## src/rtl/text_render_ctrl.sv

```systemverilog
// Text overlay renderer: maps the pixel position to a string slot, fetches glyph rows
// from the font ROM and emits one text pixel per clock, with a frame-paced typewriter reveal.
module text_render_ctrl #(
    parameter logic [9:0] X0            = 10'd0,
    parameter logic [9:0] Y0            = 10'd0,
    parameter int         NCHARS        = 5,
    parameter int         REVEAL_FRAMES = 8
) (
    input  logic        clk,
    input  logic        rstn,
    input  logic [9:0]  px_x,
    input  logic [9:0]  px_y,
    input  logic        px_valid,
    input  logic        frame_tick,
    input  logic        restart,
    output logic [3:0]  idx,
    input  logic [7:0]  ascii_code,
    output logic [10:0] font_addr,
    input  logic [7:0]  font_data,
    output logic        pix_on,
    output logic        pix_valid,
    output logic [4:0]  shown
);

    localparam int         CW    = (REVEAL_FRAMES > 1) ? $clog2(REVEAL_FRAMES) : 1;
    localparam logic [9:0] BOX_W = 10'(8 * NCHARS);

    generate
        if ((int'(X0) + 8 * NCHARS > 1023) || (NCHARS < 1) || (NCHARS > 16) || (REVEAL_FRAMES < 1)) begin : g_param_check
            $error("text_render_ctrl: illegal parameter combination");
        end
    endgenerate

    typedef enum logic {REVEALING, DONE} state_t;

    state_t          state, state_next;
    logic [CW-1:0]   frame_cnt, cnt_next;
    logic [4:0]      shown_next;

    logic [10:0] diff_x, diff_y;
    logic        in_box, hit;
    logic [3:0]  col;
    logic [2:0]  bit_sel, row;

    logic        s1_hit, s1_valid;
    logic [2:0]  s1_bit, s1_row;
    logic        s2_hit, s2_valid;
    logic [2:0]  s2_bit;
    logic        s3_hit, s3_valid;
    logic [2:0]  s3_bit;

    // A borrow out of the 11-bit subtraction means the pixel lies left of / above the box.
    assign diff_x  = {1'b0, px_x} - {1'b0, X0};
    assign diff_y  = {1'b0, px_y} - {1'b0, Y0};
    assign in_box  = !diff_x[10] && (diff_x[9:0] < BOX_W) && !diff_y[10] && (diff_y[9:0] < 10'd8);
    assign col     = diff_x[6:3];
    assign bit_sel = diff_x[2:0];
    assign row     = diff_y[2:0];
    assign hit     = px_valid && in_box && ({1'b0, col} < shown);

    always_ff @(posedge clk or negedge rstn) begin
        if (!rstn) begin
            idx       <= 4'd0;
            s1_hit    <= 1'b0;
            s1_valid  <= 1'b0;
            s1_bit    <= 3'd0;
            s1_row    <= 3'd0;
            font_addr <= 11'd0;
            s2_hit    <= 1'b0;
            s2_valid  <= 1'b0;
            s2_bit    <= 3'd0;
            s3_hit    <= 1'b0;
            s3_valid  <= 1'b0;
            s3_bit    <= 3'd0;
            pix_on    <= 1'b0;
            pix_valid <= 1'b0;
        end else begin
            idx      <= in_box ? col : 4'd0;
            s1_hit   <= hit;
            s1_valid <= px_valid;
            s1_bit   <= bit_sel;
            s1_row   <= row;

            if (s1_hit) begin
                font_addr <= {ascii_code, s1_row};
            end
            s2_hit   <= s1_hit && (ascii_code != 8'h00);
            s2_valid <= s1_valid;
            s2_bit   <= s1_bit;

            s3_hit   <= s2_hit;
            s3_valid <= s2_valid;
            s3_bit   <= s2_bit;

            // Bit 7 is the leftmost pixel, so column offset b selects bit 7-b (= ~b).
            pix_on    <= s3_hit && font_data[~s3_bit];
            pix_valid <= s3_valid;
        end
    end

    always_ff @(posedge clk or negedge rstn) begin
        if (!rstn) begin
            state     <= REVEALING;
            frame_cnt <= '0;
            shown     <= 5'd0;
        end else begin
            state     <= state_next;
            frame_cnt <= cnt_next;
            shown     <= shown_next;
        end
    end

    always_comb begin
        state_next = state;
        cnt_next   = frame_cnt;
        shown_next = shown;
        if (restart) begin
            state_next = REVEALING;
            cnt_next   = '0;
            shown_next = 5'd0;
        end else if (state == REVEALING && frame_tick) begin
            if (frame_cnt == CW'(REVEAL_FRAMES - 1)) begin
                cnt_next   = '0;
                shown_next = shown + 5'd1;
                if (shown + 5'd1 == 5'(NCHARS)) begin
                    state_next = DONE;
                end
            end else begin
                cnt_next = frame_cnt + 1'b1;
            end
        end
    end

endmodule

```

## config.mk

```make
export PLATFORM = sky130hd
export DESIGN_NAME = text_render_ctrl
export DESIGN_NICKNAME = d
export VERILOG_FILES = /design/src/rtl/text_render_ctrl.sv
export SDC_FILE = /design/constraint.sdc
export NUM_CORES = 1
export LEC_CHECK = 0
export ABC_AREA = 1
export CAP_MARGIN = 10
export CORE_MARGIN = 5
export CORE_UTILIZATION = 40
export CTS_CLUSTER_DIAMETER = 50
export DETAILED_ROUTE_END_ITERATION = 8
export HOLD_SLACK_MARGIN = 0.03
export PLACE_DENSITY = 0.72
export SKIP_LAST_GASP = 1
export SYNTH_ARGS = -nofsm -noshare
export SYNTH_HDL_FRONTEND = slang
export SYNTH_SLANG_ARGS = --single-unit
export TNS_END_PERCENT = 5
```

## constraint.sdc

```tcl
create_clock -name clk -period 2.95 [get_ports clk]
set_input_delay 0.59 -clock clk [delete_from_list [all_inputs] [get_ports clk]]
set_output_delay 0.59 -clock clk [all_outputs]
set_load 0.01 [all_outputs]
```

Yosys cells after proc, flatten, opt, wreduce, memory -nomap -nowiden
Index checks and enable logic that the tools add are counted.
{ "classes": {"n_eq_ne": 2, "magnitude_cmp": 4, "n_bitwise": 2, "n_mux": 13, "addsub": 2, "reduce_logical": 12} }
{ "ops": {"columns": ["operator", "count"], "rows": [
  ["$mux 5", 3],
  ["$lt 10x4->1 const B", 1],
  ["$lt 10x6->1 const B", 1],
  ["$mux 3", 3],
  ["$reduce_bool 8->1", 1],
  ["$logic_and 1x1->1", 6],
  ["$reduce_bool 2->1", 3],
  ["$add 5x1->5 const B", 1],
  ["$eq 5x3->1 const B", 1],
  ["$lt 4x5->1", 1],
  ["$mux 1", 5],
  ["$lt 3x4->1 const B", 1],
  ["$mux 4", 1],
  ["$add 3x1->3 const B", 1],
  ["$bmux 1 s3", 1],
  ["$eq 3x3->1 const B", 1],
  ["$not 3->3", 1],
  ["$reduce_and 3->1", 1],
  ["$reduce_and 2->1", 1],
  ["$not 1->1", 1]
]} }
{ "word_totals": {"regBits": 44, "output_inout_bits": 22, "wordCells": 52, "inputBits": 41} }

Logic depth before layout (Yosys ltp)
{ "logic_depth": {"ltp_word": 6, "depth_mapped": 7, "ltp_nobuf": 7} }

Least setup slack after synthesis
No wires, ideal clock.
{ "synth_timing": {"kind": "input to register", "start": "in px_x[5]", "end": "reg s1_hit", "t_arrival_ns": 1.251, "path_stages": 6, "n_path_buf": 0, "setup_ns": 0.071, "required_ns": 2.879, "slack_ns": 1.627, "cell_sequence": "ha_1 -> nand2_1 -> inv_1 -> o21ai_0 -> nand3_1 -> nor2_1"} }
{ "synth_between": {"elab_chain_cells": 4, "elab_cells_between_ends": 5, "cone_classes": "order compare (2); reduce/logical (3)"} }
{ "synth_rtl": {"columns": ["element", "line_no", "source"], "rows": [
  ["start: declaration", "11", "input logic [9:0] px_x,"],
  ["$lt 10x6->1", "55", "assign in_box = !diff_x[10] && (diff_x[9:0] < BOX_W) && !diff_y[10] && (diff_y[9:0] < 10'd8);"],
  ["$logic_and 1x1->1", "55", null],
  ["$logic_and 1x1->1", "59", "assign hit = px_valid && in_box && ({1'b0, col} < shown);"],
  ["$logic_and 1x1->1 (*)", "59", null],
  ["via hit", "41", "logic in_box, hit;"],
  ["end signal: assignment", "79", "s1_hit <= hit;"],
  ["end: declaration", "45", "logic s1_hit, s1_valid;"]
]} }
The timed path passes the listed nets; every way through them passes the cells marked *.
A chain may end at the register's enable or synchronous reset.

Worst setup path after layout
{ "layout_timing": {"start": "reg shown[0]", "end": "out shown[0]"} }
{ "layout_lines": {"columns": ["element", "line_no", "source"], "rows": [
  ["start: declaration", "22", "output logic [4:0] shown"],
  ["start signal: assignment", "109", "shown <= shown_next;"]
]} }
No word-level cell between the ends.

==> results.md <==
* Status: completed
* Setup bufs post-CTS at 0
* Register bit total from synthesis at 44
* Prevailing post-synth register cell: dfrtp_1
* Combinational cell fraction of total power at 0.115
* Hold Crit Class: flip-flop to flip-flop
* CTS root buf: clkbuf_8
* Tightest Pin Transition at between 0.9 and 1 ns
* Inserted Diodes at 0
* Pwr dens at roughly 480 mW/mm²
* Core Region at approximately 0.0043 mm²
* Peak supply drop at 0.000339 V
* P_int at roughly 960 µW
* Reg power frac at 0.514
* DR vias/cell at between 4 and 5
* Hold Buf Count CTS at 0
* Syn Nets at roughly 230
* Total gr overflow at 0
* Final hold vios at 0
* Die area at 0.00588 mm²
* Crit-path cells: clkdlybuf4s50_1
* Clock buffer count from CTS at 5
* Register area share after synthesis at 0.619
* Clock buffer depth at 2
* Initial antenna violation count at 0
* Share of cells above drive strength 1 at 0.0593
* Clock latency on the worst-skew pair at ~0.29 ns
* Initial DRC Count at 67
* Post-Place Worst Slack at approximately 1.1 ns
* Rows at 24
* Clock power frac at 0.371
* Worst EP required at 2.36 ns
* PortBufs at 62
* Crit path largest cell delay at 0.58 ns
* Max Fanout on Critical Path at 6
* Most common cell after layout, fill and taps aside: clkdlybuf4s50_1
* WL final at about 3700 µm
* Fmax at 518 MHz
* RSZ-0062 raised after global routing: false
* CTS tree: yes
* CP endpoint kind: output pin
* First-pass GRT wire length at approximately 6300 µm
* CTS H-Tree Depth at 2
* Post-synth cell types at 21
* Initial Util at 0.411
* Warnings, synthesis at 0
* Chip width at 76.7 µm
* CTS resizes at 0
* Tot Pwr at around 1.2 mW
* WL/cell at 12.0 µm
* Post-synth top area cell: dfrtp_1
* Crit share post-route at 0.654
* Lkg Pwr at ~1.2 nW
* Crit-path slowest cell: clkdlybuf4s50_1
* HPWL after DPL at around 2900 µm
* Routability cong. at about 0.83
* Final WS setup at about 1.0 ns
* Area growth syn-to-layout at 44.3%
* Bufs and invs on worst path at 1
* Post-DRT Antenna Nets at 0
* Synthesized cell area at about 0.0018 mm²
* TNS Setup at 0 ns
* Worst slew margin at 0.386
* WP data arrival at approximately 1.3 ns
* Clk_skew at approximately 0.0046 ns
* Gr usage total at 0.129
* Clk pin slew, worst setup/hold paths at 0.09 ns
* Largest net degree at the start of global routing at 45
* Synth async-reset ratio at 1.00
* Gate Count Post-Synth at roughly 190
* Switch share at 0.227
* Post-synth EDFFs at 0
* Final #Nets at 300
* Slew Viols, Final at 0
* NetSw at 282 µW
* Die height at ~77 µm
* Largest cells by area after synthesis: dfrtp_1 62%, nand2_1 11%, ha_1 4.9%, nor2_1 4.6%, inv_1 4.4%
* Drt first pass iters at 4
* Syn avg cell area at slightly below 10 µm²
* Commonest non-fill, non-tap cells in the layout: 61 x clkdlybuf4s50_1, 51 x nand2_1, 44 x dfrtp_1
* Startpoint Class: flip-flop
* Post-synth top area share at 0.619
* Delay-heaviest family, CP: buffers and inverters
* Drt drc at 0
* Sink count of the clock tree at between 40 and 50
* Maxcap violations at 0
* Final Setup Violations at 0
* Kind of critical path: flip-flop to output pin
* Vias at 1,414
* Vias in the first global route at 1,359
* Period minus WS final at between 1.5 and 2 ns
* Top-Level Pins at between 60 and 70
==> worst paths after layout <==
check	from	slack, ns	endpoint	depth (start not counted)
worst min-delay path	s2_hit	0.35	s3_hit	0
max in group asynchronous	rstn	1.95	s3_valid	1
min in group asynchronous	rstn	0.43	shown[1]	1
worst min register to register	s2_hit	0.35	s3_hit	0
worst max-delay path	shown[0]	1.02	shown[0]	1
worst max register to register	shown[2]	1.62	s1_hit	7
==> area by class of cell <==
cell class                      count  area [µm²]
Inverter                           22        82.6
Tap cell                           52        65.1
Sequential cell                    44        1100
Clock buffer                        5        68.8
Timing Repair Buffer               62         616
Fill cell                         367        1760
Clock inverter                      3        46.3
Multi-Input combinational cell    117         586
==> state kept, by name, indices dropped and copies added (netlist names), 3 cells and up <==
signal,cells
s1_row,3
s1_bit,3
shown,5
font_addr,11
idx,4
s2_bit,3
s3_bit,3
frame_cnt,3
==> Yosys cell counts, types with 2 or more instances <==
cell     count
ha_1         7
a21oi_1      4
nand2_2      2
o22ai_1      3
nor2_1      22
o21ai_0      8
dfrtp_1     44
nand2_1     51
inv_1       21
nand4_1      2
nand3_1     10
nor4_1       2
==> metrics by stage <==
step | util | cell area, µm² | instances | hold slack [ns]
2_1_floorplan | - | 1780 | 185 | 0.294
3_3_place_gp | 0.567 | 2450 | 297 | 0.332
3_5_place_dp | 0.567 | 2450 | 297 | 0.335
4_1_cts | 0.593 | 2560 | 305 | 0.355
5_1_grt | 0.593 | 2560 | 305 | 0.367
6_report | 0.593 | 2560 | 305 | 0.354
==> cell families (layout without fill, tap and decap cells) <==
kind of cell | Yosys count | after routing | share of synthesized area
other | 1 | 1 | 0.00211
adder cells (fa/ha/maj) | 7 | 7 | 0.0493
buffers and inverters | 24 | 92 | 0.0514
AND/OR/NAND/NOR | 92 | 92 | 0.218
AO/OA/AOI/OAI | 16 | 16 | 0.0549
XOR/XNOR | 1 | 1 | 0.00493
flip-flops | 44 | 44 | 0.619
==> layer usage <==
| layer | vias to the layer above | track usage | routed length [µm] |
|---|---|---|---|
| met3 | 4 | 0.0340 | 194 |
| met2 | 41 | 0.220 | 1880 |
| met5 | - | 0 | 0 |
| met1 | 654 | 0.158 | 1540 |
| met4 | 0 | 0.0420 | 34 |
| li1 | 715 | - | - |
==> power by group through the flow <==
| stage | Sequential (mW) | Combinational [mW] | Clock (mW) |
|---|---|---|---|
| after floorplan | 0.650 | 0.0498 | 0 |
| after global placement | 0.650 | 0.141 | 0 |
| after detailed placement | 0.650 | 0.144 | 0 |
| after CTS | 0.639 | 0.144 | 0.469 |
| after global routing | 0.642 | 0.160 | 0.502 |
| final | 0.639 | 0.142 | 0.460 |
Power figures use the tool's default switching activity.
